[src/rtl/iommu_pkg.sv]
// Shared IOMMU types: process context and PDTC controller state encoding.
package iommu_pkg;

    typedef struct packed {
        logic [19:0] pscid;
        logic [43:0] ppn;
        logic [3:0]  mode;
        logic        sum;
        logic        ens;
    } pc_t;

    typedef enum logic [1:0] {
        PDTC_IDLE      = 2'd0,
        PDTC_WALK_REQ  = 2'd1,
        PDTC_WALK_WAIT = 2'd2,
        PDTC_RESP      = 2'd3
    } pdtc_ctrl_state_e;

endpackage

[src/rtl/iommu_rr_arb.sv]
// N-way round-robin arbiter; the pointer moves past the winner only on adv_i.
module iommu_rr_arb #(
    parameter int unsigned N = 2,
    localparam int unsigned IDX_W = (N > 1) ? $clog2(N) : 1
) (
    input  logic             clk_i,
    input  logic             rst_ni,
    input  logic [N-1:0]     req_i,
    input  logic             adv_i,
    output logic [N-1:0]     gnt_o,
    output logic [IDX_W-1:0] gnt_idx_o,
    output logic             gnt_valid_o
);

    logic [IDX_W-1:0] rr_q, rr_d;

    // First requesting slot at or after the pointer wins; idle slots are skipped
    always_comb begin
        int unsigned cand;
        gnt_o       = '0;
        gnt_idx_o   = '0;
        gnt_valid_o = 1'b0;
        rr_d        = rr_q;
        for (int unsigned i = 0; i < N; i++) begin
            cand = 32'(rr_q) + i;
            if (cand >= N) cand = cand - N;
            if (!gnt_valid_o && req_i[cand]) begin
                gnt_o[cand] = 1'b1;
                gnt_idx_o   = IDX_W'(cand);
                gnt_valid_o = 1'b1;
                rr_d        = (cand + 1 >= N) ? '0 : IDX_W'(cand + 1);
            end
        end
    end

    // Pointer register
    always_ff @(posedge clk_i or negedge rst_ni) begin
        if (!rst_ni) begin
            rr_q <= '0;
        end else if (adv_i && gnt_valid_o) begin
            rr_q <= rr_d;
        end
    end

endmodule

[src/rtl/iommu_pdtc_ctrl.sv]
// PDTC front end: arbitrates lookups, forwards flushes, runs one PDT walk on a
// miss and writes the result back unless a matching flush raced the walk.
//
// state          | meaning
// PDTC_IDLE      | accept flushes (priority) or grant one lookup
// PDTC_WALK_REQ  | walk_valid_o held until walker accepts
// PDTC_WALK_WAIT | waiting for walk_done_i
// PDTC_RESP      | response + optional cache update; flushes held off
module iommu_pdtc_ctrl
    import iommu_pkg::*;
#(
    parameter int unsigned N_REQ            = 2,
    parameter int unsigned DEVICE_ID_WIDTH  = 24,
    parameter int unsigned PROCESS_ID_WIDTH = 20,
    localparam int unsigned IDX_W = (N_REQ > 1) ? $clog2(N_REQ) : 1
) (
    input  logic                                    clk_i,
    input  logic                                    rst_ni,
    input  logic [N_REQ-1:0]                        req_valid_i,
    output logic [N_REQ-1:0]                        req_ready_o,
    input  logic [N_REQ-1:0][DEVICE_ID_WIDTH-1:0]   req_did_i,
    input  logic [N_REQ-1:0][PROCESS_ID_WIDTH-1:0]  req_pid_i,
    output logic [N_REQ-1:0]                        rsp_valid_o,
    output logic                                    rsp_hit_o,
    output logic                                    rsp_fault_o,
    output pc_t                                     rsp_content_o,
    input  logic                                    flush_valid_i,
    output logic                                    flush_ready_o,
    input  logic                                    flush_dv_i,
    input  logic                                    flush_pv_i,
    input  logic [DEVICE_ID_WIDTH-1:0]              flush_did_i,
    input  logic [PROCESS_ID_WIDTH-1:0]             flush_pid_i,
    output logic                                    walk_valid_o,
    input  logic                                    walk_ready_i,
    output logic [DEVICE_ID_WIDTH-1:0]              walk_did_o,
    output logic [PROCESS_ID_WIDTH-1:0]             walk_pid_o,
    input  logic                                    walk_done_i,
    input  logic                                    walk_error_i,
    input  pc_t                                     walk_content_i,
    output logic                                    pdtc_flush_o,
    output logic                                    pdtc_flush_dv_o,
    output logic                                    pdtc_flush_pv_o,
    output logic [DEVICE_ID_WIDTH-1:0]              pdtc_flush_did_o,
    output logic [PROCESS_ID_WIDTH-1:0]             pdtc_flush_pid_o,
    output logic                                    pdtc_update_o,
    output logic [DEVICE_ID_WIDTH-1:0]              pdtc_up_did_o,
    output logic [PROCESS_ID_WIDTH-1:0]             pdtc_up_pid_o,
    output pc_t                                     pdtc_up_content_o,
    output logic                                    pdtc_lookup_o,
    output logic [DEVICE_ID_WIDTH-1:0]              pdtc_lu_did_o,
    output logic [PROCESS_ID_WIDTH-1:0]             pdtc_lu_pid_o,
    input  pc_t                                     pdtc_lu_content_i,
    input  logic                                    pdtc_lu_hit_i
);

    pdtc_ctrl_state_e              state_q, state_d;
    logic                          stale_q, stale_d;
    logic [IDX_W-1:0]              idx_q, idx_d;
    logic [DEVICE_ID_WIDTH-1:0]    did_q, did_d;
    logic [PROCESS_ID_WIDTH-1:0]   pid_q, pid_d;
    logic [N_REQ-1:0]              rsp_valid_q, rsp_valid_d;
    logic                          rsp_hit_q, rsp_hit_d;
    logic                          rsp_fault_q, rsp_fault_d;
    pc_t                           rsp_content_q, rsp_content_d;
    logic                          walk_valid_q, walk_valid_d;
    logic                          update_q, update_d;

    logic [N_REQ-1:0] arb_req, gnt;
    logic [IDX_W-1:0] gnt_idx;
    logic             gnt_valid;
    logic             flush_hs;
    logic             stale_hit;

    // Lookups only compete in IDLE and only when no flush is pending
    assign arb_req = ((state_q == PDTC_IDLE) && !flush_valid_i) ? req_valid_i : '0;

    iommu_rr_arb #(.N(N_REQ)) u_arb (
        .clk_i       (clk_i),
        .rst_ni      (rst_ni),
        .req_i       (arb_req),
        .adv_i       (gnt_valid),
        .gnt_o       (gnt),
        .gnt_idx_o   (gnt_idx),
        .gnt_valid_o (gnt_valid)
    );

    // Flushes are refused in RESP so they never collide with a cache update
    assign flush_hs = flush_valid_i && (state_q != PDTC_RESP);

    // A flush covering the in-flight walk tags makes its result uncacheable
    assign stale_hit = flush_hs &&
                       ((!flush_pv_i && !flush_dv_i) ||
                        (!flush_pv_i && flush_dv_i && (flush_did_i == did_q)) ||
                        (flush_pv_i && (flush_did_i == did_q) && (flush_pid_i == pid_q)));

    // Combinational lookup grant and zero-latency flush pass-through
    always_comb begin
        req_ready_o      = gnt;
        pdtc_lookup_o    = gnt_valid;
        pdtc_lu_did_o    = gnt_valid ? req_did_i[gnt_idx] : '0;
        pdtc_lu_pid_o    = gnt_valid ? req_pid_i[gnt_idx] : '0;
        flush_ready_o    = flush_hs;
        pdtc_flush_o     = flush_hs;
        pdtc_flush_dv_o  = flush_hs && flush_dv_i;
        pdtc_flush_pv_o  = flush_hs && flush_pv_i;
        pdtc_flush_did_o = flush_hs ? flush_did_i : '0;
        pdtc_flush_pid_o = flush_hs ? flush_pid_i : '0;
    end

    // Next-state and registered-output computation
    always_comb begin
        state_d       = state_q;
        stale_d       = stale_q;
        idx_d         = idx_q;
        did_d         = did_q;
        pid_d         = pid_q;
        rsp_valid_d   = '0;
        rsp_hit_d     = rsp_hit_q;
        rsp_fault_d   = rsp_fault_q;
        rsp_content_d = rsp_content_q;
        walk_valid_d  = walk_valid_q;
        update_d      = 1'b0;
        unique case (state_q)
            PDTC_IDLE: begin
                if (gnt_valid) begin
                    idx_d = gnt_idx;
                    did_d = req_did_i[gnt_idx];
                    pid_d = req_pid_i[gnt_idx];
                    if (pdtc_lu_hit_i) begin
                        rsp_valid_d   = gnt;
                        rsp_hit_d     = 1'b1;
                        rsp_fault_d   = 1'b0;
                        rsp_content_d = pdtc_lu_content_i;
                    end else begin
                        walk_valid_d = 1'b1;
                        state_d      = PDTC_WALK_REQ;
                    end
                end
            end
            PDTC_WALK_REQ: begin
                if (stale_hit) stale_d = 1'b1;
                if (walk_ready_i) begin
                    walk_valid_d = 1'b0;
                    state_d      = PDTC_WALK_WAIT;
                end
            end
            PDTC_WALK_WAIT: begin
                if (stale_hit) stale_d = 1'b1;
                if (walk_done_i) begin
                    rsp_valid_d[idx_q] = 1'b1;
                    rsp_hit_d          = 1'b0;
                    rsp_fault_d        = walk_error_i;
                    rsp_content_d      = walk_content_i;
                    update_d           = !walk_error_i && !(stale_q || stale_hit);
                    state_d            = PDTC_RESP;
                end
            end
            PDTC_RESP: begin
                stale_d = 1'b0;
                state_d = PDTC_IDLE;
            end
            default: state_d = PDTC_IDLE;
        endcase
    end

    // Controller state and registered outputs
    always_ff @(posedge clk_i or negedge rst_ni) begin
        if (!rst_ni) begin
            state_q       <= PDTC_IDLE;
            stale_q       <= 1'b0;
            idx_q         <= '0;
            did_q         <= '0;
            pid_q         <= '0;
            rsp_valid_q   <= '0;
            rsp_hit_q     <= 1'b0;
            rsp_fault_q   <= 1'b0;
            rsp_content_q <= '0;
            walk_valid_q  <= 1'b0;
            update_q      <= 1'b0;
        end else begin
            state_q       <= state_d;
            stale_q       <= stale_d;
            idx_q         <= idx_d;
            did_q         <= did_d;
            pid_q         <= pid_d;
            rsp_valid_q   <= rsp_valid_d;
            rsp_hit_q     <= rsp_hit_d;
            rsp_fault_q   <= rsp_fault_d;
            rsp_content_q <= rsp_content_d;
            walk_valid_q  <= walk_valid_d;
            update_q      <= update_d;
        end
    end

    assign rsp_valid_o       = rsp_valid_q;
    assign rsp_hit_o         = rsp_hit_q;
    assign rsp_fault_o       = rsp_fault_q;
    assign rsp_content_o     = rsp_content_q;
    assign walk_valid_o      = walk_valid_q;
    assign walk_did_o        = did_q;
    assign walk_pid_o        = pid_q;
    assign pdtc_update_o     = update_q;
    assign pdtc_up_did_o     = did_q;
    assign pdtc_up_pid_o     = pid_q;
    assign pdtc_up_content_o = rsp_content_q;

endmodule

[config.mk]
export PLATFORM = sky130hd
export DESIGN_NAME = iommu_pdtc_ctrl
export DESIGN_NICKNAME = d
export VERILOG_FILES = /design/src/rtl/iommu_pkg.sv /design/src/rtl/iommu_rr_arb.sv /design/src/rtl/iommu_pdtc_ctrl.sv
export SDC_FILE = /design/constraint.sdc
export NUM_CORES = 1
export LEC_CHECK = 0
export ABC_CLOCK_PERIOD_IN_PS = 3200
export CAP_MARGIN = 20
export CORE_AREA = 8 8 235 237
export DETAILED_ROUTE_END_ITERATION = 8
export DIE_AREA = 0 0 243 245
export GPL_ROUTABILITY_DRIVEN = 1
export PLACE_DENSITY = 0.52
export SYNTH_ARGS = -nofsm -noshare
export SYNTH_HDL_FRONTEND = slang
export SYNTH_SLANG_ARGS = --single-unit
[constraint.sdc]
create_clock -name clk_i -period 3.2 [get_ports clk_i]
set_input_delay 0.96 -clock clk_i [delete_from_list [all_inputs] [get_ports clk_i]]
set_output_delay 0.96 -clock clk_i [all_outputs]
set_load 0.01 [all_outputs]
* Word level (Yosys, flattened, before mapping)
Index checks and enable logic that the tools add are counted.
Cells by class: $add $sub $neg 5, magnitude comparators 11, equal/unequal tests 12, mux-type cells 60, bitwise operators 1, reduce and logical (&&, ||, !) cells 36
Operators with widths (number):
- 70-bit 2-to-1 mux | 3
- 70-bit case mux with 2 select lines | 1
- 32-bit by 2-bit greater-or-equal comparator with 1-bit output, second input constant | 3
- 24-bit 2-to-1 mux | 4
- 20-bit 2-to-1 mux | 4
- 32-bit by 1-bit adder with 32-bit output, second input constant | 2
- 32-bit by 1-bit greater-or-equal comparator with 1-bit output, second input constant | 2
- 32-bit by 2-bit less-than comparator with 1-bit output, second input constant | 2
- 32-bit 2-to-1 mux | 2
- 32-bit by 2-bit subtractor with 32-bit output, second input constant | 1
- 1-bit 2-to-1 mux | 27
- 24-bit == test | 1
- 20-bit == test | 1
- 2-bit 2-to-1 mux | 10
- 1-bit logical AND | 15
- 2-bit != test, second input constant | 6
- 4-bit AND reduction | 3
- 1-bit case mux with 2 select lines | 4
- 2-bit case mux with 4 select lines | 1
- 2-bit nonzero test | 4
- 1-bit logical NOT | 6
- 2-bit AND reduction | 3
- 2-bit == test, second input constant | 2
- 1-bit by 2-bit less-than comparator with 1-bit output, second input constant | 2
- other kinds (12) | 16
Word-level totals: register bits after elaboration 125, input port bits 283, output and inout port bits 329, logic and storage cells 141

* Depth between registers and ports, before layout
Gate-level depths: netlist of the first run.
depth in word-level cells 12, gate-level depth with buffers 8, gate-level depth less buffers 7

* Hierarchy
Synthesis of the first run repeated with hierarchy kept, for this count alone.
Second synthesis, totals: cell total of the unflattened synthesis 834, area, all modules 7623.6 µm²
Modules (own cells, without submodules):
- iommu_pdtc_ctrl | instances 1, cells each 826, area each 7554.7 µm², seq. area each 3103.0 µm²
- iommu_rr_arb | instances 1, cells each 8, area each 68.8 µm², seq. area each 25.0 µm²

* Least setup slack after synthesis of the first run
OpenSTA, ideal clock, no wires.
path type input port to output port, from input flush_valid_i, to output pdtc_lu_pid_o[10], arrival time 2.125 ns, data required time 2.240 ns, slack 0.115 ns, stages 6, buffers on the path 1, cell sequence and2b_1 -> o21ai_2 -> inv_2 -> buf_1 -> nand2_1 -> o21ai_0
Between the ends: elaborated cells between the ends (all ways) 16, those cells by class 12 x mux; 4 x reduce/logical
RTL lines:
- start, declared | line iommu_pdtc_ctrl.sv:27 | input logic flush_valid_i,
- 1-bit logical NOT * | line iommu_pdtc_ctrl.sv:75 | assign arb_req = ((state_q == PDTC_IDLE) && !flush_valid_i) ? req_valid_i : '0;
- 1-bit logical AND * | line iommu_pdtc_ctrl.sv:75
- 2-bit 2-to-1 mux * | line iommu_pdtc_ctrl.sv:75
- 1-bit 2-to-1 mux (not written as such) (2 in series) | line iommu_rr_arb.sv:27 | if (!gnt_valid_o && req_i[cand]) begin
- 1-bit 2-to-1 mux | line iommu_rr_arb.sv:27
- 1-bit logical NOT | line iommu_rr_arb.sv:27
- 1-bit logical AND | line iommu_rr_arb.sv:27
- 1-bit 2-to-1 mux * | line iommu_rr_arb.sv:27
- named net pdtc_lookup_o | line iommu_pdtc_ctrl.sv:49 | output logic pdtc_lookup_o,
- 20-bit 2-to-1 mux * | line iommu_pdtc_ctrl.sv:101 | pdtc_lu_pid_o = gnt_valid ? req_pid_i[gnt_idx] : '0;
- end, declared | line iommu_pdtc_ctrl.sv:51 | output logic [PROCESS_ID_WIDTH-1:0] pdtc_lu_pid_o,
Mark *: on every way through the listed nets, which the timed path passes. The rest lies on a longest branch. The select of a mux whose other input is x is not followed.

* Final worst setup path of the first run
from input flush_valid_i, to output pdtc_lu_did_o[19]
Between the ends: cells in the longest elaborated chain, start to end 12, elaborated cells between the ends (all ways) 16, those cells by class 12 x mux; 4 x reduce/logical
RTL lines:
- 1-bit logical NOT * | line iommu_pdtc_ctrl.sv:75
- 1-bit logical AND * | line iommu_pdtc_ctrl.sv:75
- 2-bit 2-to-1 mux * | line iommu_pdtc_ctrl.sv:75
- 1-bit 2-to-1 mux (not written as such) (2 in series) | line iommu_rr_arb.sv:27
- 1-bit 2-to-1 mux | line iommu_rr_arb.sv:27
- 1-bit logical NOT | line iommu_rr_arb.sv:27
- 1-bit logical AND | line iommu_rr_arb.sv:27
- 1-bit 2-to-1 mux | line iommu_rr_arb.sv:27
- 24-bit 2-to-1 mux (not written as such) (2 in series) | line iommu_pdtc_ctrl.sv:100 | pdtc_lu_did_o = gnt_valid ? req_did_i[gnt_idx] : '0;
- 24-bit 2-to-1 mux * | line iommu_pdtc_ctrl.sv:100
- end, declared | line iommu_pdtc_ctrl.sv:50 | output logic [DEVICE_ID_WIDTH-1:0] pdtc_lu_did_o,
Mark *: on every way between the ends. The rest lies on a longest branch, timed or not. The select of a mux whose other input is x is not followed.

==> results.rst, run 1 <==
.. list-table::
   :header-rows: 1

   * - Metric
     - Value
   * - GRT Residual Overflow
     - 0
   * - Number of CTS-inserted buffers
     - 17
   * - Boundary pin count
     - 612
   * - Kind of end point of the critical path
     - primary output
   * - Vias per cell
     - 3.92
   * - DIE HEIGHT
     - 245 µm
   * - Post-synthesis async set-or-reset flop share
     - 100%
   * - Instance count along the most critical hold path
     - 1
   * - Starting DRT DRC Count
     - 236
   * - Share of final-layout standard cells stronger than drive strength 1
     - 33.2%
   * - First-pass GRT wire length
     - 60.3 mm
   * - Multi-input gate area in the final layout
     - 4330 µm²
   * - Total count of hold-check failures in the final report
     - 0
   * - Path depth of the worst reg2reg path
     - 11
   * - CP startpoint kind
     - primary input
   * - Largest net degree at the start of global routing
     - 50
   * - Maximum Capacitance Violations
     - 0
   * - Ratio of total power to cell area
     - 899 nW/µm²
   * - Yosys cell types
     - 43
   * - Leakage power summed over all cells
     - 7.34 nW
   * - Number of instances in the synthesized netlist
     - 800
   * - Most prevalent standard cell on the critical path
     - sky130_fd_sc_hd__buf_6
   * - Cell accounting for the most synthesized area
     - sky130_fd_sc_hd__dfrtp_1
   * - Fmax
     - 310 MHz
   * - Proportion of synthesized chip area in sequential cells
     - 37.9%
   * - Final worst path period need
     - 3.23 ns
   * - Vias
     - 8429
   * - Number of global-route vias before repair
     - 9266
   * - Number of detailed-routing iterations run before antenna repair
     - 4
   * - Average instance area after synthesis
     - 10.3 µm²
   * - HP Class
     - reg2reg
   * - H-tree Lvls
     - 4
   * - Setup violators final
     - 15
   * - Levels on crit path
     - 10
   * - Antenna-violating nets left
     - 0
   * - Max transition margin
     - 58.5%
   * - Slowest library cell on the worst path
     - sky130_fd_sc_hd__and2b_2
   * - Syn. warnings
     - 0
   * - Sequential Area
     - 3130 µm²
   * - Worst stage delay on the critical path
     - 0.24 ns
   * - # fillers
     - 5389
   * - WL/cell
     - 19.9 µm
   * - Net count after synthesis
     - 1088
   * - Share of the synthesized area in the top cell type
     - 37.9%
   * - Worst VDD drop
     - 0.554 mV
   * - Worst skew pair latency
     - 0.44 ns
   * - Floorplan die width
     - 243 µm
   * - Clock slew seen by the registers of the worst setup and hold paths
     - 0.06 ns
   * - Setup_tns
     - -0.195 ns
   * - Syn Std Cell Area
     - 8250 µm²
   * - Critical-path maximum fanout
     - 7
   * - Leading cell type in the layout, fill and taps excluded
     - sky130_fd_sc_hd__clkdlybuf4s50_1
   * - Crit share post-route
     - 101%
   * - Clock root buffer
     - sky130_fd_sc_hd__clkbuf_16
   * - Commonest cells after routing, fill and taps aside
     - sky130_fd_sc_hd__clkdlybuf4s50_1, sky130_fd_sc_hd__buf_4, sky130_fd_sc_hd__dfrtp_1, sky130_fd_sc_hd__nand2_1, sky130_fd_sc_hd__mux2_2
   * - Wire length reported by the detailed router
     - 43.0 mm
   * - Drc violations
     - 0
   * - Total core area
     - 51700 µm²
   * - Unrepaired setup endpoints after global routing
     - yes
   * - Clock tree from TritonCTS
     - built
   * - Family with the most delay on the worst path
     - buffers and inverters
   * - Transition time at the pin with the least slew margin
     - 0.623 ns
   * - Total buffers and inverters traversed by the critical path
     - 5
   * - Signal arrival time at the worst endpoint
     - 2.27 ns
   * - Violated checks
     - setup timing
   * - Required time of the critical path
     - 2.24 ns
   * - Final weighted congestion of routability-driven global placement
     - 0.924
   * - Run status
     - complete, but fails checks
   * - Primary flip-flop cell chosen by synthesis mapping
     - sky130_fd_sc_hd__dfrtp_1
   * - Area growth, synth to finish
     - 102%
   * - Clock sink total
     - 125
   * - Port buffer count
     - 611
   * - Number of synthesized register bits
     - 125
   * - Initial antenna violation count
     - 2
   * - Worst Setup Slack post-DPL
     - -0.805 ns
   * - Global-route total usage across every layer
     - 13.4%
   * - Final worst setup slack
     - -0.0307 ns
   * - Effective utilization at floorplan
     - 16.0%
   * - Number of enable-type register cells in the synthesized netlist
     - 0
   * - Class of the most critical setup path
     - in2out
   * - Ordered cell list for the critical path
     - buf_6 > and2b_2 > nand2_4 > a21oi_4 > buf_6 > clkbuf_16 > buf_8 > nand2_2 > o21ai_1 > buf_2
   * - Maximum root-to-sink buffer count
     - 2
   * - Maximum clock skew at final layout
     - 0.00627 ns
   * - Number of nets in the layout
     - 1740
   * - N_diodes
     - 0
   * - Synth top area cells
     - sky130_fd_sc_hd__dfrtp_1, sky130_fd_sc_hd__mux2_4, sky130_fd_sc_hd__buf_4
   * - Half-perimeter wire length after placement
     - 32.5 mm
   * - Max-slew violation total from the final report
     - 0
   * - Rows
     - 84
   * - Total Die Area
     - 59500 µm²
[routing by layer]
metal	wire length, µm	part of all wire, %	vias up	global-route usage (%)
met2	21700	51	417	24.0
li1	-	-	3954	-
met1	16300	38	4007	14.3
met4	1250	2.9	2	4.57
met3	3640	8.5	49	5.24
met5	10	0.023	-	0
[cell usage after synthesis, types with 2 or more instances]
| cell | number |
|---|---|
| sky130_fd_sc_hd__a21oi_1 | 2 |
| sky130_fd_sc_hd__a31oi_1 | 2 |
| sky130_fd_sc_hd__and2_1 | 46 |
| sky130_fd_sc_hd__buf_1 | 12 |
| sky130_fd_sc_hd__buf_2 | 9 |
| sky130_fd_sc_hd__buf_4 | 115 |
| sky130_fd_sc_hd__buf_6 | 7 |
| sky130_fd_sc_hd__clkbuf_1 | 16 |
| sky130_fd_sc_hd__dfrtp_1 | 125 |
| sky130_fd_sc_hd__ha_1 | 5 |
| sky130_fd_sc_hd__inv_1 | 6 |
| sky130_fd_sc_hd__mux2_2 | 72 |
| sky130_fd_sc_hd__mux2_4 | 70 |
| sky130_fd_sc_hd__nand2_1 | 140 |
| sky130_fd_sc_hd__nand2b_1 | 3 |
| sky130_fd_sc_hd__nand4_1 | 4 |
| sky130_fd_sc_hd__nor4_1 | 8 |
| sky130_fd_sc_hd__o211ai_1 | 44 |
| sky130_fd_sc_hd__o21ai_0 | 47 |
| sky130_fd_sc_hd__o2bb2ai_1 | 2 |
| sky130_fd_sc_hd__xnor2_1 | 9 |
| sky130_fd_sc_hd__xor2_1 | 35 |
[kinds of logic (layout without fill, tap and decap cells)]
logic type	count (synthesis)	in the layout	synth area share, %
AND/OR/NAND/NOR	207	207	11.4
XOR/XNOR	44	44	4.67
buffers and inverters	166	831	13.6
adder cells (fa/ha/maj)	5	5	0.758
multiplexers	142	142	22.6
flip-flops	125	125	37.9
AO/OA/AOI/OAI	111	111	9.07
[final cells by class]
cell class	count	share of cell area (%)
Clock buffer	19	2.72
Clock inverter	13	1.13
Inverter	7	0.188
Multi-Input combinational cell	509	26.0
Sequential cell	125	18.8
Tap cell	688	5.16
Timing Repair Buffer	792	46.1
[power by group]
part / switching [W] / total (W) / internal, W / leakage (nW)
clock network: 0.000804 / 0.00215 / 0.00135 / 0.306
logic: 0.00370 / 0.00945 / 0.00575 / 5.55
registers: 0.000993 / 0.00340 / 0.00240 / 1.49
[metrics by stage]
stage / util (%) / total power [W] / cell area (µm²) / instances / hold slack, ns
2_1_floorplan: - / 0.00829 / 8250 / 800 / 0.438
3_3_place_gp: 29.7 / 0.0127 / 15400 / 2083 / 0.456
3_5_place_dp: 29.7 / 0.0127 / 15400 / 2083 / 0.470
4_1_cts: 31.5 / 0.0151 / 16300 / 2133 / 0.479
5_1_grt: 32.2 / 0.0159 / 16700 / 2153 / 0.497
6_report: 32.2 / 0.0150 / 16700 / 2153 / 0.481
[flip-flops by register name, summed over array words and instances, names as in the netlist]
name,cells
pdtc_up_content_o,70
pdtc_up_did_o,24
pdtc_up_pid_o,20
rsp_valid_o,2
state_q,2
idx_q,1
pdtc_update_o,1
rsp_fault_o,1
rsp_hit_o,1
stale_q,1
u_arb.rr_q,1
walk_valid_o,1
[final timing paths]
check	slack, ns	endpoint	start
hold / removal	0.48	pdtc_update_o	stale_q
hold reg to reg	0.48	pdtc_update_o	stale_q
max in group asynchronous	2.09	pdtc_up_content_o[18]	rst_ni
setup / recovery	-0.03	pdtc_lu_did_o[19]	flush_valid_i
min in group asynchronous	0.51	pdtc_up_did_o[11]	rst_ni
setup reg to reg	0.51	pdtc_up_content_o[20]	state_q[1]
[repair_timing]
action / CTS / global route
buffers inserted: 12 / 17
cloned: 6 / 8
pin swaps: 1 / 17
endpoints found under the setup margin: 95 / 57
hold buffers: 0 / 0
resized for setup: 260 / 180
(Power assumes the default switching activity.)
==> inputs of run 2 (changes only) <==
--- a/config.mk
+++ b/config.mk
@@ -11,6 +11,7 @@
 export DETAILED_ROUTE_END_ITERATION = 8
 export DIE_AREA = 0 0 243 245
 export GPL_ROUTABILITY_DRIVEN = 1
+export GPL_TIMING_DRIVEN = 0
 export PLACE_DENSITY = 0.52
 export SYNTH_ARGS = -nofsm -noshare
 export SYNTH_HDL_FRONTEND = slang
==> results.rst, run 2 (synthesized netlist as in run 1, its figures left out) <==
.. list-table::
   :header-rows: 1

   * - Metric
     - Value
   * - CP startpoint kind
     - primary input
   * - Number of buffers added to fix hold violations after cts
     - 0 (unchanged)
   * - Floorplan die width
     - 243 µm (unchanged)
   * - Final Instance Area
     - 16200 µm² (-2.6%)
   * - HP Class
     - in2async
   * - Critical-path maximum fanout
     - 7 (unchanged)
   * - Number of global-route vias before repair
     - 9699 (+4.7%)
   * - First-pass GRT wire length
     - 65.4 mm (+8.5%)
   * - Slowest library cell on the worst path
     - sky130_fd_sc_hd__and2b_2
   * - Number of detailed-routing iterations run before antenna repair
     - 4 (unchanged)
   * - Family with the most delay on the worst path
     - buffers and inverters
   * - Port buffer count
     - 611 (unchanged)
   * - Largest register FFs
     - 70 (unchanged)
   * - Signal arrival time at the worst endpoint
     - 2.29 ns (+0.02 ns)
   * - Path depth of the worst reg2reg path
     - 10 (-1)
   * - Max transition margin
     - 39.1% (-19 points)
   * - Transition time at the pin with the least slew margin
     - 0.913 ns (+0.290 ns)
   * - Clock root buffer
     - sky130_fd_sc_hd__clkbuf_16
   * - Max-slew violation total from the final report
     - 0 (unchanged)
   * - Maximum clock skew at final layout
     - 0.00663 ns (+0.000356 ns)
   * - Most prevalent standard cell on the critical path
     - sky130_fd_sc_hd__buf_12
   * - DIE HEIGHT
     - 245 µm (unchanged)
   * - Final weighted congestion of routability-driven global placement
     - 0.861 (-6.8%)
   * - Ratio of total power to cell area
     - 956 nW/µm² (+6.3%)
   * - Vias per cell
     - 3.95 (+0.80%)
   * - Placed cell areas
     - 15300 µm² (-0.82%)
   * - Largest net degree at the start of global routing
     - 71 (+42%)
   * - Vias
     - 8528 (+1.2%)
   * - Crit path launch
     - flush_valid_i
   * - Drc violations
     - 0 (unchanged)
   * - Unrepaired setup endpoints after global routing
     - yes
   * - Total count of hold-check failures in the final report
     - 0 (unchanged)
   * - Worst VDD drop
     - 0.423 mV (-24%)
   * - Initial antenna violation count
     - 2 (unchanged)
   * - FF-to-FF End
     - pdtc_up_pid_o[16]
   * - Leading cell type in the layout, fill and taps excluded
     - sky130_fd_sc_hd__clkdlybuf4s50_1
   * - Final worst path period need
     - 3.25 ns (+0.0225 ns)
   * - WL/cell
     - 20.7 µm (+3.6%)
   * - Leakage power summed over all cells
     - 7.14 nW (-2.8%)
   * - Effective utilization at floorplan
     - 16.0% (unchanged)
   * - Area growth, synth to finish
     - 96.8%
   * - Startpoint of the worst-slack reg-to-reg timing path
     - state_q[0]
   * - N_diodes
     - 0 (unchanged)
   * - Commonest cells after routing, fill and taps aside
     - sky130_fd_sc_hd__clkdlybuf4s50_1, sky130_fd_sc_hd__buf_4, sky130_fd_sc_hd__nand2_1, sky130_fd_sc_hd__dfrtp_1, sky130_fd_sc_hd__mux2_2
   * - Worst R2R Setup Slack
     - 0.28 ns (-0.23 ns)
   * - Wire length reported by the detailed router
     - 44.7 mm (+4.0%)
   * - Antenna-violating nets left
     - 0 (unchanged)
   * - Clock tree from TritonCTS
     - built
   * - Boundary pin count
     - 612 (unchanged)
   * - Capture point of the critical path
     - pdtc_lu_did_o[2]
   * - Total core area
     - 51700 µm² (unchanged)
   * - Final worst setup slack
     - -0.0533 ns (-0.0225 ns)
   * - Worst Setup Slack post-DPL
     - -1.58 ns (-0.779 ns)
   * - Share of final-layout standard cells stronger than drive strength 1
     - 30.1% (-3.1 points)
   * - Class of the most critical setup path
     - in2out
   * - Half-perimeter wire length after placement
     - 36.5 mm (+12%)
   * - Setup violators final
     - 9 (-6)
   * - Clock slew seen by the registers of the worst setup and hold paths
     - 0.06 ns (about the same)
   * - Number of CTS-inserted buffers
     - 17 (unchanged)
   * - Global-route total usage across every layer
     - 14.6% (+1.2 points)
   * - Worst stage delay on the critical path
     - 0.26 ns (+0.02 ns)
   * - Levels on crit path
     - 10 (unchanged)
   * - Required time of the critical path
     - 2.24 ns (about the same)
   * - Sequential Area
     - 3130 µm² (unchanged)
   * - Worst skew pair latency
     - 0.44 ns (about the same)
   * - Run status
     - complete, but fails checks
   * - Multi-input gate area in the final layout
     - 4130 µm² (-4.7%)
   * - Ordered cell list for the critical path
     - buf_6 > and2b_2 > nand2_4 > a21oi_4 > buf_12 > buf_12 > buf_12 > buf_8 > o21ai_2 > buf_2
   * - Maximum root-to-sink buffer count
     - 2 (unchanged)
   * - Total buffers and inverters traversed by the critical path
     - 6 (+1)
   * - # fillers
     - 5355 (-0.63%)
   * - Maximum Capacitance Violations
     - 0 (unchanged)
   * - Kind of end point of the critical path
     - primary output
   * - Clock sink total
     - 125 (unchanged)
   * - Fmax
     - 307 MHz (-0.69%)
   * - Number of nets in the layout
     - 1748 (+0.46%)
   * - Rows
     - 84 (unchanged)
   * - GRT Residual Overflow
     - 0 (unchanged)
   * - Total Die Area
     - 59500 µm² (unchanged)
   * - Violated checks
     - setup timing
   * - Crit share post-route
     - 102% (+0.70 points)
   * - H-tree Lvls
     - 4 (unchanged)
   * - Starting DRT DRC Count
     - 279 (+18%)
[run 2: changes by cell type in the layout (fill, tap and decap cells not counted), moves of 4 or more]
cell	previous run	this run
sky130_fd_sc_hd__buf_1	0	7
sky130_fd_sc_hd__nand2_2	19	10
sky130_fd_sc_hd__dlymetal6s2s_1	2	6
sky130_fd_sc_hd__o21ai_2	20	14
sky130_fd_sc_hd__nand2_1	101	129
sky130_fd_sc_hd__buf_12	16	4
sky130_fd_sc_hd__buf_6	9	13
sky130_fd_sc_hd__nand2_4	20	1
sky130_fd_sc_hd__clkbuf_16	25	19
sky130_fd_sc_hd__clkbuf_1	0	7
sky130_fd_sc_hd__clkdlybuf4s50_1	512	519
sky130_fd_sc_hd__clkbuf_8	2	8
sky130_fd_sc_hd__dlygate4sd2_1	35	26
[run 2: routing by layer]
layer | part of all wire, % | vias to the layer above | GRT usage (%)
met1 | 38 | 4065 | 15.4
li1 | - | 3948 | -
met4 | 3.0 | 4 | 5.61
met5 | 0.047 | - | 0
met2 | 50 | 449 | 26.0
met3 | 9.0 | 62 | 5.87
[run 2: power by group]
group	switching [W]	internal, W	total [W]
combinational	0.00386	0.00627	0.0101
sequential	0.000988	0.00241	0.00339
clock	0.000796	0.00120	0.00200
total	0.00564	0.00988	0.0155
[run 2: repair_timing]
action / 4_1_cts / 5_1_grt
setup endpoints to repair: 95 / 63
pin swaps: 6 / 4
cloned: 4 / 0
gates resized for setup: 381 / 62
setup buffers: 21 / 4
[run 2: final cells by class]
type	count	area share, %
timing repair buffer	640	38.0
multi-input combinational	509	25.4
sequential	125	19.3
buffer	159	8.12
tap	688	5.30
clock buffer	22	2.92
clock inverter	10	0.701
inverter	7	0.208
timing repair inverter	1	0.0385
[run 2: worst min path at each step]
stage | from | slack [ns] | endpoint | depth (start not counted)
floorplan | idx_q | 0.44 | rsp_valid_o[0] | 1
global placement | stale_q | 0.48 | pdtc_update_o | 1
detailed placement | idx_q | 0.48 | rsp_valid_o[0] | 1
CTS | rst_ni | 0.45 | pdtc_up_did_o[23] | 1
global route | rst_ni | 0.50 | pdtc_up_did_o[23] | 1
finish | rst_ni | 0.47 | pdtc_up_did_o[23] | 1
[run 2: through the flow]
| step | hold slack (ns) | cells | utilization (%) | total power [W] | TNS [ns] |
|---|---|---|---|---|---|
| after global routing | 0.500 | 2161 | 31.4 | 0.0165 | -2.25 |
| after floorplan | 0.438 | 800 | - | 0.00829 | 0 |
| after detailed placement | 0.478 | 2100 | 29.5 | 0.0135 | -131.05 |
| after global placement | 0.480 | 2099 | 29.4 | 0.0134 | -702.94 |
| final | 0.473 | 2161 | 31.4 | 0.0155 | -0.262 |
| after CTS | 0.454 | 2157 | 31.3 | 0.0158 | -0.196 |
==> inputs of run 3 (changes only) <==
--- a/config.mk
+++ b/config.mk
@@ -6,13 +6,13 @@
 export NUM_CORES = 1
 export LEC_CHECK = 0
 export ABC_CLOCK_PERIOD_IN_PS = 3200
-export CAP_MARGIN = 20
-export CORE_AREA = 8 8 235 237
+export CORE_AREA = 8 8 229 231
 export DETAILED_ROUTE_END_ITERATION = 8
-export DIE_AREA = 0 0 243 245
+export DIE_AREA = 0 0 237 239
 export GPL_ROUTABILITY_DRIVEN = 1
 export GPL_TIMING_DRIVEN = 0
-export PLACE_DENSITY = 0.52
+export PLACE_DENSITY = 0.47
 export SYNTH_ARGS = -nofsm -noshare
 export SYNTH_HDL_FRONTEND = slang
+export SYNTH_HIERARCHICAL = 1
 export SYNTH_SLANG_ARGS = --single-unit
==> results.rst, run 3 <==
.. list-table::
   :header-rows: 1

   * - Metric
     - Value
   * - Number of nets in the layout
     - 1850 (+5.8%)
   * - Cells after DPL
     - 2068 (-1.5%)
   * - Unrepaired setup endpoints after global routing
     - yes
   * - Signal arrival time at the worst endpoint
     - 2.41 ns (+0.12 ns)
   * - Commonest cells after routing, fill and taps aside
     - sky130_fd_sc_hd__clkdlybuf4s50_1, sky130_fd_sc_hd__buf_4, sky130_fd_sc_hd__nor2_1, sky130_fd_sc_hd__dfrtp_1, sky130_fd_sc_hd__a21oi_1
   * - Largest net degree at the start of global routing
     - 83 (+17%)
   * - Vias
     - 8628 (+1.2%)
   * - Port buffer count
     - 611 (unchanged)
   * - Violated checks
     - setup timing
   * - Run status
     - complete, but fails checks
   * - Final cell count without fillers
     - 2203 (+1.9%)
   * - Maximum clock skew at final layout
     - 0.00985 ns (+0.00322 ns)
   * - Kind of end point of the critical path
     - primary output
   * - Syn. warnings
     - 6 (+6)
   * - Final weighted congestion of routability-driven global placement
     - 0.792 (-8.1%)
   * - Leading cell type in the layout, fill and taps excluded
     - sky130_fd_sc_hd__clkdlybuf4s50_1
   * - Number of instances in the synthesized netlist
     - 834 (+4.3%)
   * - Clock root buffer
     - sky130_fd_sc_hd__clkbuf_16
   * - Final worst hold slack
     - 0.454 ns (-0.0196 ns)
   * - Global-route total usage across every layer
     - 15.5% (+0.87 points)
   * - Post-Synth XOR/XNOR Area
     - 5.05% (+0.38 points)
   * - Half-perimeter wire length after placement
     - 37.1 mm (+1.7%)
   * - Final worst setup slack
     - -0.175 ns (-0.122 ns)
   * - Ratio of total power to cell area
     - 909 nW/µm² (-4.9%)
   * - Effective utilization at floorplan
     - 15.7% (-0.25 points)
   * - Cell accounting for the most synthesized area
     - sky130_fd_sc_hd__dfrtp_1
   * - Worst skew pair latency
     - 0.43 ns (about the same)
   * - Synth top area cells
     - sky130_fd_sc_hd__dfrtp_1, sky130_fd_sc_hd__mux2i_1, sky130_fd_sc_hd__buf_4
   * - H-tree Lvls
     - 4 (unchanged)
   * - Max-slew violation total from the final report
     - 0 (unchanged)
   * - Crit path launch
     - flush_valid_i
   * - Wire length reported by the detailed router
     - 45.9 mm (+2.7%)
   * - Class of the most critical setup path
     - in2out
   * - Worst VDD drop
     - 0.441 mV (+4.3%)
   * - Critical-path maximum fanout
     - 7 (unchanged)
   * - Drc violations
     - 0 (unchanged)
   * - Complex-gate fraction of the synthesized area
     - 9.19% (+0.12 points)
   * - Util after Layout
     - 34.0% (+2.6 points)
   * - Total Die Area
     - 56600 µm² (-4.9%)
   * - Area growth, synth to finish
     - 117%
   * - Transition time at the pin with the least slew margin
     - 0.915 ns (+0.00204 ns)
   * - Main combinational cell family by area after synthesis
     - multiplexers
   * - Share of cell area taken by muxes after synthesis
     - 15.2% (-7.3 points)
   * - Clock sink total
     - 125 (unchanged)
   * - Clock slew seen by the registers of the worst setup and hold paths
     - 0.06 ns (about the same)
   * - Setup_tns
     - -4.83 ns (-4.57 ns)
   * - Vias per cell
     - 3.92 (-0.76%)
   * - Rows
     - 81 (-3.6%)
   * - # fillers
     - 5019 (-6.3%)
   * - Primary flip-flop cell chosen by synthesis mapping
     - sky130_fd_sc_hd__dfrtp_1
   * - Area share of and/or/nand/nor cells after synthesis
     - 14.2% (+2.8 points)
   * - Number of detailed-routing iterations run before antenna repair
     - 4 (unchanged)
   * - Maximum Capacitance Violations
     - 0 (unchanged)
   * - Startpoint of the worst-slack reg-to-reg timing path
     - state_q[0]
   * - HP Class
     - in2async
   * - Fmax
     - 296 MHz (-3.6%)
   * - Crit share post-route
     - 105% (+3.8 points)
   * - Number of global-route vias before repair
     - 9313 (-4.0%)
   * - Clock tree from TritonCTS
     - built
   * - Leakage power summed over all cells
     - 7.06 nW (-1.1%)
   * - Tot Pwr
     - 0.0150 W (-3.3%)
   * - Setup violators final
     - 43 (+34)
   * - Area share of fa/ha/maj cells after synthesis
     - 0.656% (-0.10 points)
   * - Number of buffers added to fix hold violations after cts
     - 0 (unchanged)
   * - DIE HEIGHT
     - 239 µm (-2.4%)
   * - Number of CTS-inserted buffers
     - 17 (unchanged)
   * - Proportion of synthesized chip area in sequential cells
     - 41.0% (+3.1 points)
   * - Total core area
     - 48500 µm² (-6.1%)
   * - Share of final-layout standard cells stronger than drive strength 1
     - 25.7% (-4.4 points)
   * - Max transition margin
     - 39.0% (-0.14 points)
   * - Number of synthesized register bits
     - 125 (unchanged)
   * - Antenna-violating nets left
     - 0 (unchanged)
   * - Commonest cells in the netlist
     - sky130_fd_sc_hd__nor2_1, sky130_fd_sc_hd__dfrtp_1, sky130_fd_sc_hd__a21oi_1
   * - Number of enable-type register cells in the synthesized netlist
     - 0 (unchanged)
   * - Path depth of the worst reg2reg path
     - 10 (unchanged)
   * - Floorplan die width
     - 237 µm (-2.5%)
   * - Syn Std Cell Area
     - 7620 µm² (-7.6%)
   * - WL/cell
     - 20.8 µm (+0.74%)
   * - Starting DRT DRC Count
     - 323 (+16%)
   * - Boundary pin count
     - 612 (unchanged)
   * - Required time of the critical path
     - 2.24 ns (about the same)
   * - Initial antenna violation count
     - 8 (+6)
   * - Total count of hold-check failures in the final report
     - 0 (unchanged)
   * - Average instance area after synthesis
     - 9.14 µm² (-11%)
   * - Most frequent cell after synthesis
     - sky130_fd_sc_hd__nor2_1
   * - GRT Residual Overflow
     - 0 (unchanged)
   * - Largest register FFs
     - 70 (unchanged)
   * - Yosys cell types
     - 37 (-14%)
   * - First-pass GRT wire length
     - 65.3 mm (-0.23%)
   * - Net count after synthesis
     - 1121 (+3.0%)
   * - Share of the synthesized area in the top cell type
     - 41.0% (+3.1 points)
   * - CP startpoint kind
     - primary input
   * - Final worst path period need
     - 3.37 ns (+0.122 ns)
   * - Maximum root-to-sink buffer count
     - 2 (unchanged)
   * - Post-synthesis async set-or-reset flop share
     - 100% (unchanged)
## run 3: cell type report
type	instances	area, µm²	share of cell area [%]
repair buffers	711	6750	40.9
inverters	8	42.5	0.258
flip-flops and latches	125	3130	18.9
clock buffers	18	439	2.66
multi-input cells	538	3970	24.0
diodes	5	12.5	0.0758
plain buffers	162	1220	7.40
clock inverters	14	168	1.02
well taps	622	778	4.71
## run 3: worst max-delay path, stage by stage
cell	delay (ns)
sky130_fd_sc_hd__buf_8	0.10
sky130_fd_sc_hd__and3b_2	0.23
sky130_fd_sc_hd__a21boi_2	0.17
sky130_fd_sc_hd__buf_6	0.14
sky130_fd_sc_hd__buf_12	0.17
sky130_fd_sc_hd__buf_16	0.16
sky130_fd_sc_hd__mux2i_4	0.25
sky130_fd_sc_hd__nor2_2	0.06
sky130_fd_sc_hd__buf_2	0.15
## run 3: cells by family after synthesis
kind of cell / after synthesis
AO/OA/AOI/OAI: 134
flip-flops: 125
adder cells (fa/ha/maj): 4
AND/OR/NAND/NOR: 240
XOR/XNOR: 44
multiplexers: 116
buffers and inverters: 171
## run 3: power breakdown
part	leakage [nW]	internal (W)	switching (W)
clock	0.292	0.00125	0.000791
sequential	1.40	0.00239	0.000962
combinational	5.37	0.00542	0.00420
## run 3: metrics by stage
stage               setup WS, ns  area [µm²]
detailed placement         -1.54       14500
floorplan                 0.0561        7620
global placement           -4.70       14500
global route              -0.255       16500
finish                    -0.175       16500
CTS                       -0.243       16200
## run 3: worst paths after layout
path | endpoint | slack (ns)
worst max register to register | pdtc_up_content_o[36] | 0.41
max in group asynchronous | pdtc_up_content_o[16] | 1.89
worst max-delay path | pdtc_lu_did_o[14] | -0.17
worst min-delay path | pdtc_up_pid_o[6] | 0.45
worst min register to register | pdtc_update_o | 0.49
min in group clk_i | pdtc_update_o | 0.49
## run 3: layer usage
| metal | wire length, µm | vias up | track usage, % |
|---|---|---|---|
| li1 | - | 4153 | - |
| met1 | 18300 | 4184 | 17.9 |
| met2 | 24400 | 265 | 28.2 |
| met3 | 2580 | 24 | 4.32 |
| met4 | 516 | 2 | 3.43 |
| met5 | 8 | - | 0 |
## run 3: repair_timing
| item | CTS | global route |
|---|---|---|
| pin swaps | 7 | 7 |
| setup buffers | 75 | 24 |
| endpoints found under the setup margin | 165 | 55 |
| resized for setup | 379 | 58 |
| gates cloned | 3 | 0 |
